**config.mk**
```make
export PLATFORM = sky130hd
export DESIGN_NAME = apb4_rcu_chdiv
export DESIGN_NICKNAME = d
export VERILOG_FILES = /design/src/rtl/apb4_rcu_chdiv.sv
export SDC_FILE = /design/constraint.sdc
export NUM_CORES = 1
export LEC_CHECK = 0
export ABC_AREA = 1
export CAP_MARGIN = 20
export CORE_MARGIN = 2
export CORE_UTILIZATION = 64
export CTS_CLUSTER_DIAMETER = 40
export CTS_CLUSTER_SIZE = 28
export DETAILED_ROUTE_END_ITERATION = 8
export DONT_BUFFER_PORTS = 1
export PLACE_DENSITY_LB_ADDON = 0.08
export SLEW_MARGIN = 20
export SYNTH_ARGS = -nofsm -noshare
export SYNTH_HDL_FRONTEND = slang
export SYNTH_SLANG_ARGS = --single-unit
```
**constraint.sdc**
```tcl
create_clock -name clk_i -period 1.9 [get_ports clk_i]
set_input_delay 0 -clock clk_i [delete_from_list [all_inputs] [get_ports clk_i]]
set_output_delay 0 -clock clk_i [all_outputs]
set_load 0.1 [all_outputs]
```
**src/rtl/apb4_rcu_chdiv.sv**
```systemverilog
// apb4_rcu_chdiv: multi-channel clock-enable divider and reset sequencer behind an APB4 port.
// Optional feature macro: RCU_CH_LOCK_EN (per-channel CTRL write lock at CTRL[31]).
// Word map: 2*ch = CTRL_ch, 2*ch+1 = STAT_ch; everything else reads 0 and ignores writes.

module apb4_rcu_chdiv_ch #(
    parameter int DIV_WIDTH = 8,
    parameter int RST_CYC   = 4
) (
    input  logic                 clk,
    input  logic                 reset,
    input  logic                 wr,
    input  logic                 wr_en,
    input  logic [DIV_WIDTH-1:0] wr_div,
    output logic                 en,
    output logic [DIV_WIDTH-1:0] div,
    output logic                 pend,
    output logic                 ce,
    output logic                 chrst
);
    typedef enum logic [1:0] {S_OFF, S_HOLD, S_REL} seq_t;

    seq_t                 state;
    logic [7:0]           hold;
    logic [DIV_WIDTH-1:0] div_act;
    logic [DIV_WIDTH-1:0] cnt;

    assign ce   = en && (cnt == div_act);
    assign pend = (div != div_act);

    // Divider: shadow DIV only reaches div_act at a period boundary while running,
    // so a ratio change never truncates or stretches the period in flight.
    always_ff @(posedge clk) begin
        if (reset) begin
            en      <= 1'b0;
            div     <= '0;
            div_act <= '0;
            cnt     <= '0;
        end else begin
            if (wr) begin
                en  <= wr_en;
                div <= wr_div;
            end
            if (wr && (!wr_en || !en)) begin
                // Enabling, disabling or writing while idle: ratio applies at once.
                div_act <= wr_div;
                cnt     <= '0;
            end else if (!en) begin
                cnt <= '0;
            end else if (ce) begin
                cnt     <= '0;
                div_act <= div;
            end else begin
                cnt <= cnt + 1'b1;
            end
        end
    end

    // Reset sequencer: hold reset for RST_CYC ce pulses after enable, drop it on disable.
    // A pulse landing on the OFF->HOLD edge (DIV=0) already counts toward the hold.
    always_ff @(posedge clk) begin
        if (reset) begin
            state <= S_OFF;
            hold  <= '0;
            chrst <= 1'b1;
        end else begin
            case (state)
                S_OFF: begin
                    if (en) begin
                        if (ce && RST_CYC == 1) begin
                            state <= S_REL;
                            chrst <= 1'b0;
                        end else begin
                            state <= S_HOLD;
                            hold  <= ce ? 8'(RST_CYC - 1) : 8'(RST_CYC);
                        end
                    end
                end
                S_HOLD: begin
                    if (!en) begin
                        state <= S_OFF;
                        chrst <= 1'b1;
                    end else if (ce) begin
                        hold <= hold - 8'd1;
                        if (hold == 8'd1) begin
                            state <= S_REL;
                            chrst <= 1'b0;
                        end
                    end
                end
                S_REL: begin
                    if (!en) begin
                        state <= S_OFF;
                        chrst <= 1'b1;
                    end
                end
                default: begin
                    state <= S_OFF;
                    chrst <= 1'b1;
                end
            endcase
        end
    end
endmodule

module apb4_rcu_chdiv #(
    parameter int NUM_CH    = 4,
    parameter int DIV_WIDTH = 8,
    parameter int RST_CYC   = 4
) (
    input  logic              clk_i,
    input  logic              rst_i,
    input  logic              psel_i,
    input  logic              penable_i,
    input  logic              pwrite_i,
    input  logic [7:0]        paddr_i,
    input  logic [31:0]       pwdata_i,
    output logic [31:0]       prdata_o,
    output logic              pready_o,
    output logic              pslverr_o,
    output logic [NUM_CH-1:0] ce_o,
    output logic [NUM_CH-1:0] rst_o
);
    logic [4:0]                          ch_idx;
    logic                                is_stat;
    logic                                wr_acc;
    logic                                rd_acc;
    logic                                wr_ctrl;
    logic [NUM_CH-1:0]                   sel;
    logic [NUM_CH-1:0]                   lock;
    logic [NUM_CH-1:0]                   wr_ch;
    logic [NUM_CH-1:0]                   en;
    logic [NUM_CH-1:0]                   pend;
    logic [NUM_CH-1:0][DIV_WIDTH-1:0]    div;
    logic                                unused_bits;

    assign ch_idx      = paddr_i[7:3];
    assign is_stat     = paddr_i[2];
    assign wr_acc      = psel_i & penable_i & pwrite_i;
    assign rd_acc      = psel_i & penable_i & ~pwrite_i;
    assign wr_ctrl     = wr_acc & ~is_stat;
    assign pready_o    = 1'b1;
    assign unused_bits = ^{pwdata_i, paddr_i[1:0]};

    // One-hot channel decode; unmapped words select nothing.
    always_comb begin
        sel = '0;
        for (int c = 0; c < NUM_CH; c++) sel[c] = (ch_idx == 5'(c));
    end

`ifdef RCU_CH_LOCK_EN
    // Sticky per-channel lock; the locking write itself still lands.
    always_ff @(posedge clk_i) begin
        if (rst_i) begin
            lock <= '0;
        end else begin
            for (int c = 0; c < NUM_CH; c++)
                if (wr_ctrl && sel[c] && !lock[c] && pwdata_i[31]) lock[c] <= 1'b1;
        end
    end
    assign pslverr_o = wr_ctrl & (|(sel & lock));
`else
    assign lock      = '0;
    assign pslverr_o = 1'b0;
`endif

    assign wr_ch = {NUM_CH{wr_ctrl}} & sel & ~lock;

    // Combinational read mux, zero outside a read access phase.
    always_comb begin
        logic [31:0] v;
        prdata_o = '0;
        for (int c = 0; c < NUM_CH; c++) begin
            v                 = '0;
            v[0]              = en[c];
            v[8 +: DIV_WIDTH] = div[c];
            v[31]             = lock[c];
            if (rd_acc && sel[c])
                prdata_o = is_stat ? {29'b0, pend[c], ~rst_o[c], en[c]} : v;
        end
    end

    for (genvar g = 0; g < NUM_CH; g++) begin : g_ch
        apb4_rcu_chdiv_ch #(
            .DIV_WIDTH(DIV_WIDTH),
            .RST_CYC  (RST_CYC)
        ) u_ch (
            .clk   (clk_i),
            .reset (rst_i),
            .wr    (wr_ch[g]),
            .wr_en (pwdata_i[0]),
            .wr_div(pwdata_i[8 +: DIV_WIDTH]),
            .en    (en[g]),
            .div   (div[g]),
            .pend  (pend[g]),
            .ce    (ce_o[g]),
            .chrst (rst_o[g])
        );
    end
endmodule

```
Yosys cells after proc, flatten, opt, wreduce, memory -nomap -nowiden
Cells that the tools add are included.
- register bits after elaboration: 144
- input bits: 45
- output and inout port bits: 42
- word-level logic and storage cells: 244
- add/subtract/negate cells: 8
- equal/unequal tests: 47
- mux-type cells: 84
- bitwise operators: 19
- reductions and logical operators: 58
- operators by type and width (kind ; number):
    $mux 8 ; 24
    $mux 32 ; 4
    $mux 16 ; 4
    $pmux 8 s2 ; 4
    $reduce_and 4->1 ; 12
    $mux 2 ; 20
    $add 8x1->8 const B ; 4
    $eq 8x1->1 const B ; 4
    $eq 8x8->1 ; 4
    $ne 8x8->1 ; 4
    $sub 8x1->8 const B ; 4
    $ne 2x1->1 const B ; 12
    $ne 3x3->1 const B ; 8
    $pmux 2 s3 ; 4
    $reduce_bool 2->1 ; 12
    $mux 1 ; 16
    $reduce_or 4->1 ; 4
    $not 1->1 ; 14
    $logic_and 1x1->1 ; 12
    $mux 3 ; 4
    $pmux 1 s3 ; 4
    $eq 5x2->1 const B ; 2
    $eq 2x1->1 const B ; 4
    $eq 2x2->1 const B ; 4
    other kinds (9) ; 28

Logic depth before layout (Yosys ltp)
Gate-level depths: netlist (run 1).
- depth after elaboration: 7
- mapped depth: 12
- depth with buffers taken out: 12

Cells and area by module
From an unflattened synthesis (run 1), not the netlist that was laid out.
- cells, all modules: 1427
- area, all modules: 9093.7 µm²
- by module, submodules not included (module ; times used ; cells each ; area each (µm²) ; sequential area each (µm²)):
    apb4_rcu_chdiv_ch (g_ch[0].u_ch ...) ; 2 ; 321 ; 2064.5 ; 720.7
    apb4_rcu_chdiv_ch (g_ch[2].u_ch) ; 1 ; 322 ; 2088.3 ; 720.7
    apb4_rcu_chdiv_ch (g_ch[3].u_ch) ; 1 ; 318 ; 2063.2 ; 720.7
    apb4_rcu_chdiv ; 1 ; 145 ; 813.3 ; 0.0

Worst setup path before layout (run 1)
No wires, ideal clock.
- path type: input -> output
- from: in psel_i
- to: out prdata_o[10]
- arrival time: 2.885 ns
- data required time: 1.900 ns
- slack: -0.985 ns
- stages: 8
- buffers on the path: 1
- path through: nand2_1 or2_1 buf_6 nor2_2 nand2_1 nand2_1 a21oi_1 o21ai_0
- longest elaborated chain between the ends: 7
- elaborated cells on any way between the ends: 10
- classes of those cells: mux (4); bitwise (2); reduce/logical (4)
- RTL lines (item ; line ; RTL):
    start: declaration ; 112 ; input logic psel_i,
    $and 1x1->1 * (2 in series) ; 139 ; assign rd_acc = psel_i & penable_i & ~pwrite_i;
    $logic_and 1x1->1 ; 177 ; if (rd_acc && sel[c])
    $mux 32 (3 in series) ; 177 ;
    $mux 32 * ; 177 ;
    end: declaration ; 117 ; output logic [31:0] prdata_o,
Every way passes the cells marked *; elsewhere a longest branch is shown, timed or not.

Worst setup path after layout (run 1)
- from: reg g_ch[2].u_ch.div_act[6]
- to: out prdata_o[2]
- longest elaborated chain between the ends: 4
- RTL lines (item ; line ; RTL):
    start: declaration ; 24 ; logic [DIV_WIDTH-1:0] div_act;
    start signal: assignment ; 45 ; div_act <= wr_div;
    start signal: assignment ; 51 ; div_act <= div;
    $ne 8x8->1 ; 28 ; assign pend = (div != div_act);
    $mux 16 ; 178 ; prdata_o = is_stat ? {29'b0, pend[c], ~rst_o[c], en[c]} : v;
    $mux 32 (2 in series) ; 177 ;
No other way between the ends.

==> results of run 1 <==
==> registers in the layout (all words and copies together) (netlist names) <==
signal	count
g_ch.u_ch.cnt	32
g_ch.u_ch.en	4
g_ch.u_ch.div	32
g_ch.u_ch.hold	32
g_ch.u_ch.chrst	4
g_ch.u_ch.state	8
g_ch.u_ch.div_act	32
==> cell usage in the layout, fill, tap and decap left out, types with 17 or more instances in the layout <==
cell type    n
nand2_1    233
clkbuf_16   17
o21ai_1     23
xor2_1      46
nand3_1     86
a21oi_1     89
dfxtp_1    127
o21ai_0     62
conb_1      23
inv_1       93
buf_4       29
xnor2_1     48
nor2_1     156
==> report_power, final <==
| group | switching (uW) | leakage [uW] | internal, uW |
|---|---|---|---|
| Combinational | 341 | 0.00260 | 65.7 |
| Sequential | 4.88 | 0.00117 | 3020 |
| Clock | 1230 | 0.000258 | 1760 |
==> metal layers <==
metal	wire [um]	vias to the layer above	share of wire	GRT usage
li1	-	3817	-	-
met1	8990	3402	0.46	0.364
met2	9540	156	0.48	0.509
met3	703	45	0.036	0.0572
met4	522	0	0.026	0.130
met5	0	-	0	0
==> worst max-delay path by stage <==
stage,endpoint,slack [ns],cells past startpoint
after floorplan,prdata_o[10],-0.23,8
after global placement,g_ch[3].u_ch.cnt[1],0.25,11
after detailed placement,g_ch[3].u_ch.cnt[0],0.21,11
after CTS,prdata_o[2],0.0005,11
after global routing,ce_o[0],-0.01,8
final,prdata_o[2],0.08,7
==> timing repair <==
action / 4_1_cts / 5_1_grt
resized for setup: 7 / 32
buffers inserted: 0 / 3
endpoints found under the setup margin: 4 / 7
hold endpoints to repair: 92 / 0
cloned: 0 / 0
hold buffers: 14 / 0
pin swaps: 0 / 2
==> cells by family (layout without fill, tap and decap cells) <==
family | after synthesis | in the layout
buffers and inverters | 166 | 196
and+or+nand+nor | 548 | 548
other | 2 | 23
DFF | 144 | 144
muxes | 1 | 1
xor gates and xnor gates | 94 | 94
adders and majority gates | 12 | 12
AOI/OAI and AO/OA | 203 | 203
==> cells in the mapped netlist, drive strengths merged, types with 2 or more instances <==
| master | instances |
|---|---|
| nand2 | 244 |
| or2 | 4 |
| o21bai | 2 |
| nand3b | 3 |
| ha | 12 |
| clkbuf | 17 |
| nor2 | 170 |
| a21oi | 92 |
| o21ai | 92 |
| xor2 | 46 |
| a211oi | 5 |
| nand4 | 16 |
| nand3 | 94 |
| o211ai | 8 |
| dfxtp | 144 |
| clkinv | 2 |
| buf | 45 |
| nor3 | 14 |
| xnor2 | 48 |
| conb | 2 |
| inv | 102 |
==> worst min-delay path, cell delays in order <==
cell and delay [ns]:
nand4_4 0.17, nor2_4 0.08, inv_1 0.08, a211oi_1 0.06
==> stage by stage <==
step	hold slack (ns)	utilization
6_report	0.0312	0.748
5_1_grt	0.0487	0.748
4_1_cts	0.0152	0.738
3_5_place_dp	0.0727	0.683
3_3_place_gp	0.0735	0.683
2_1_floorplan	0.190	-
==> final cells by class <==
class	instances	area [um2]	share of cell area
Sequential cell	144	2910	0.309
Multi-Input combinational cell	881	4660	0.496
Clock buffer	26	489	0.0521
Clock inverter	6	32.5	0.00346
Tap cell	172	215	0.0229
Timing Repair Buffer	60	702	0.0747
Inverter	104	390	0.0416
==> impl_metrics.json, run 1 <==
{
  "syn_to_final_growth_pct": 14.4,
  "tightest_slew_ns": 0.567,
  "fin_crit_ns": 1.82,
  "grt_overflow": 0,
  "setup.worst_path.start_class": "flip-flop",
  "ios": 87,
  "port_buffers": 0,
  "initial_core_util": 0.654,
  "critPathMaxStageDelay_ns": 0.44,
  "slew_viol_final": 0,
  "hold_viol": 0,
  "drt_first_pass_iters": 7,
  "track_usage": 0.297,
  "fp.coreArea_mm2": 0.0126,
  "fill_cells": 995,
  "min_path_cells": 4,
  "clk_latency_ns": 0.42,
  "r2r-end": "g_ch[2].u_ch.cnt[5]",
  "crit_path_max_fanout": 4,
  "drive_above_1_share": 0.123,
  "hold_path_end": "g_ch[2].u_ch.en",
  "gp_congestion": 0.971,
  "grt_max_degree": 54,
  "cts-buffers-inserted": 17,
  "wl_per_cell_um": 14.2,
  "synth_xor_area_frac": 0.100,
  "setup_viol": 0,
  "synth_adder_area_share": 0.0183,
  "drt-initial-drc-count": 556,
  "clock_skew_ns": 0.00671,
  "syn_area_mm2": 0.00821,
  "crit_path_end_kind": "output port",
  "synth_top_family_by_area": "simple AND/OR/NAND/NOR gates",
  "grt_pass1_wl_mm": 32.0,
  "cp_slowest_cell": "dfxtp_1",
  "crit_type": "reg2out",
  "antenna_found_initial": 0,
  "synth_compound_area_frac": 0.134,
  "cts_sinks": 144,
  "hold_class": "in2reg",
  "synth_top_area_share": 0.351,
  "peakVddDrop_mv": 0.690,
  "path_clk_slew_ns": 0.06,
  "detail_route.vias_per_cell": 5.33,
  "fp-row-count": 41,
  "die_y_um": 117,
  "yosysSeqAreaShare": 0.351,
  "setup_slack_ns": 0.0842,
  "timing.critical_path.required_ns": 1.90,
  "place_ws_ns": 0.208,
  "ff2ff_path_depth": 12,
  "vias": 7420,
  "synth_ff_type": "dfxtp_1",
  "synth_edf_count": 0,
  "fp.dieW_um": 117,
  "muxShareOfSynthArea": 0.00122,
  "cts_root_buf": "clkbuf_16",
  "n_antenna_cell": 0,
  "postPlaceCellArea_mm2": 0.00858,
  "first_global_vias": 6748,
  "crit_top_cell": "nand2_1",
  "drv_cap": 0,
  "fin_nets": 1265,
  "netlist_top_cells_area": "dfxtp_1 35%, nand2_1 11%, nor2_1 7.3%",
  "cellPowerDensity_mw_per_mm2": 683,
  "fin_cells": 1393,
  "ys_ff_latch": 144,
  "syn-instance-count": 1170,
  "holdCritStartpoint": "pwrite_i",
  "reg2reg_setup_slack_ns": 0.19,
  "total_power_uw": 6420,
  "rsz0062_at_grt": "yes",
  "stdcell_area_mm2": 0.00940,
  "synthArstFlopShare": 0,
  "die_area_mm2": 0.0138,
  "yosysTopAreaCell": "dfxtp_1",
  "yosysWarningCount": 0,
  "cp_top_family": "simple AND/OR/NAND/NOR gates",
  "yosysUniqueCellTypes": 48,
  "cts_tree": "built",
  "cp-startpoint": "g_ch[2].u_ch.div_act[6]",
  "setup-tns-final_ns": 0,
  "dpl.cell_count": 1344,
  "post-dp-hpwl_mm": 13.6,
  "reg2reg_from": "g_ch[2].u_ch.cnt[2]",
  "syn_area_per_cell_um2": 7.02,
  "post-route-drc-count": 0,
  "ant_nets": 0,
  "fin_crit_sh": 0.956,
  "clockBufferDepth": 2,
  "maxSlewHeadroom": 0.620,
  "cp.arrival_ns": 1.82,
  "yosys.area_share.simple": 0.297,
  "cp.buffers_inverters": 1,
  "status": "complete, no violations",
  "path_cells": "xnor2_1 -> nand2_1 -> nor3_1 -> nand3b_1 -> nand2_1 -> a21oi_4 -> buf_12",
  "drt-total-wl_mm": 19.8,
  "fmax_ghz": 0.551,
  "p_leak_uw": 0.00403,
  "cts_max_level": 4
}
(Power assumes the default switching activity.)
==> inputs of run 2 (changes only) <==
Settings changed: ABC_AREA 1 to not set.
==> impl_metrics.json, run 2 <==
{
  "tightest_slew_ns": 0.665,
  "ant_nets": 0,
  "track_usage": 0.325,
  "antenna_found_initial": 1,
  "synthArstFlopShare": 0,
  "path_cells": "xor2_1 -> nor4_2 -> buf_4 -> nand3_4 -> buf_6 -> inv_4 -> buf_12",
  "slew_viol_final": 0,
  "initial_core_util": 0.661,
  "r2r-end": "g_ch[2].u_ch.state[1]",
  "post-dp-hpwl_mm": 13.8,
  "cts_tree": "built",
  "crit_path_end_kind": "output port",
  "dpl.cell_count": 1040,
  "fin_cells": 1101,
  "port_buffers": 0,
  "total_power_uw": 6890,
  "gp_congestion": 0.883,
  "ys_ff_latch": 144,
  "fin_nets": 1001,
  "status": "finished, violations left",
  "yosysSeqAreaShare": 0.377,
  "critPathMaxStageDelay_ns": 0.35,
  "fin_crit_sh": 1.02,
  "drive_above_1_share": 0.222,
  "syn_to_final_growth_pct": 25.0,
  "cp_slowest_cell": "dfxtp_1",
  "wl_per_cell_um": 19.3,
  "drt-initial-drc-count": 808,
  "detail_route.vias_per_cell": 6.30,
  "clock_skew_ns": 0.00552,
  "cp.arrival_ns": 1.93,
  "die_area_mm2": 0.0128,
  "p_leak_uw": 0.00394,
  "ff2ff_path_depth": 7,
  "cts_root_buf": "clkbuf_16",
  "post-route-drc-count": 0,
  "ys_top_cells_by_count": "144 x dfxtp_1, 99 x nor2_1, 60 x xor2_1",
  "clockBufferDepth": 2,
  "grt_pass1_wl_mm": 33.4,
  "reg2reg_setup_slack_ns": -0.02,
  "fmax_ghz": 0.517,
  "hold_class": "in2reg",
  "rsz0062_at_grt": "yes",
  "yosysMostFrequentCell": "dfxtp_1",
  "path_clk_slew_ns": 0.06,
  "cp.buffers_inverters": 4,
  "reg2reg_from": "g_ch[2].u_ch.div_act[0]",
  "crit_path_max_fanout": 3,
  "vias": 6941,
  "fin_crit_ns": 1.93,
  "cellPowerDensity_mw_per_mm2": 720,
  "setup_viol": 4,
  "setup.worst_path.start_class": "flip-flop",
  "fp.dieW_um": 113,
  "netlist_top_cells_area": "dfxtp_1 38%, mux2i_1 6.9%, xor2_1 6.9%",
  "syn-instance-count": 881,
  "grt_max_degree": 65,
  "hold_viol": 0,
  "crit_type": "reg2out",
  "synth_top_area_share": 0.377,
  "cp-startpoint": "g_ch[2].u_ch.div_act[3]",
  "setup_slack_ns": -0.0349,
  "fp.coreArea_mm2": 0.0116,
  "layout_common_cells": "124 x dfxtp_1, 98 x nor2_1, 62 x buf_4",
  "cp_top_family": "buffers and inverters",
  "cts_sinks": 144,
  "die_y_um": 113,
  "crit_path_end": "ce_o[2]",
  "holdCritStartpoint": "paddr_i[3]",
  "violations": "negative setup slack",
  "fin_util": 0.827,
  "syn_area_per_cell_um2": 8.68,
  "setup-tns-final_ns": -0.0893,
  "stdcell_area_mm2": 0.00956,
  "peakVddDrop_mv": 0.761,
  "first_global_vias": 6893,
  "grt_overflow": 0,
  "cts-buffers-inserted": 17,
  "drt-total-wl_mm": 21.3,
  "yosysWarningCount": 0,
  "timing.critical_path.required_ns": 1.90,
  "syn_area_mm2": 0.00765,
  "yosysTopAreaCell": "dfxtp_1",
  "synth_edf_count": 0,
  "maxSlewHeadroom": 0.552,
  "cts_max_level": 4,
  "path_depth": 7,
  "drt_first_pass_iters": 5,
  "clk_latency_ns": 0.43,
  "final_common_cell": "dfxtp_1",
  "synth_ff_type": "dfxtp_1",
  "postPlaceCellArea_mm2": 0.00833,
  "ios": 87,
  "yosysUniqueCellTypes": 65,
  "fp-row-count": 39,
  "drv_cap": 0
}
run 2: changes by cell type after synthesis, sizes merged, moves of 16 or more:
| cell | change |
|---|---|
| or3 | +16 |
| a21oi | -61 |
| xnor2 | -19 |
| nor4 | +22 |
| nand2 | -209 |
| nor2 | -71 |
| inv | -73 |
| nor3 | +19 |
| o21ai | -51 |
| mux2i | +52 |
| nand3 | -64 |
run 2: worst min path at each step:
| stage | cells past startpoint | to | slack, ns |
|---|---|---|---|
| global placement | 1 | g_ch[3].u_ch.hold[0] | 0.08 |
| CTS | 4 | g_ch[2].u_ch.div_act[7] | 0.001 |
| detailed placement | 1 | g_ch[3].u_ch.hold[2] | 0.08 |
| floorplan | 2 | g_ch[3].u_ch.div_act[0] | 0.11 |
| finish | 4 | g_ch[2].u_ch.div_act[1] | 0.01 |
| global route | 4 | g_ch[2].u_ch.div_act[1] | 0.03 |
run 2: layout make-up:
| type | instances | area, um2 |
|---|---|---|
| repair buffers | 94 | 976 |
| multi-input cells | 658 | 4780 |
| well taps | 143 | 179 |
| diodes | 1 | 2.50 |
| clock buffers | 24 | 492 |
| flip-flops and latches | 144 | 2910 |
| inverters | 29 | 114 |
| fillers | 682 | 2000 |
| clock inverters | 8 | 104 |
run 2: timing repair:
item                                    4_1_cts  5_1_grt
pin swaps                                     7       15
hold buffers                                 12        0
setup buffers                                11        6
hold endpoints to repair                     95        0
endpoints found under the setup margin       23       68
resized for setup                            33       62
run 2: worst reg2reg max path, stage by stage (launching register included):
cell and delay [ns]:
dfxtp_2 0.34, xor2_2 0.19, nor4_4 0.31, buf_4 0.18
buf_4 0.11, nand2_1 0.17, nor4_1 0.41, o21a_1 0.17
run 2: where the power goes:
group          switching (uW)  internal (uW)
sequential               12.0           3030
combinational             374           99.5
clock                    1300           2070
run 2: metal layers:
metal / GRT usage / wire length [um] / share of wire
met4: 0.122 / 637 / 0.030
met1: 0.403 / 8740 / 0.41
met5: 0 / 0 / 0
met3: 0.0707 / 1600 / 0.075
met2: 0.556 / 10300 / 0.48
run 2: cell families (layout without fill, tap and decap cells):
group / after synthesis / count (layout) / synth area share
other cells: 2 / 24 / 0.000982
flops: 144 / 144 / 0.377
buf+inv: 100 / 155 / 0.0669
xor+xnor: 89 / 89 / 0.102
fa+ha+maj: 13 / 13 / 0.0209
mux: 53 / 53 / 0.0694
compound gates: 161 / 161 / 0.145
simple gates: 319 / 319 / 0.218
run 2: stage by stage:
step                hold slack (ns)  setup WS (ns)
global placement             0.0806         0.0242
floorplan                     0.109        -0.0834
detailed placement           0.0824        -0.0744
global route                 0.0277         -0.124
finish                       0.0124        -0.0349
CTS                        0.000992        -0.0257
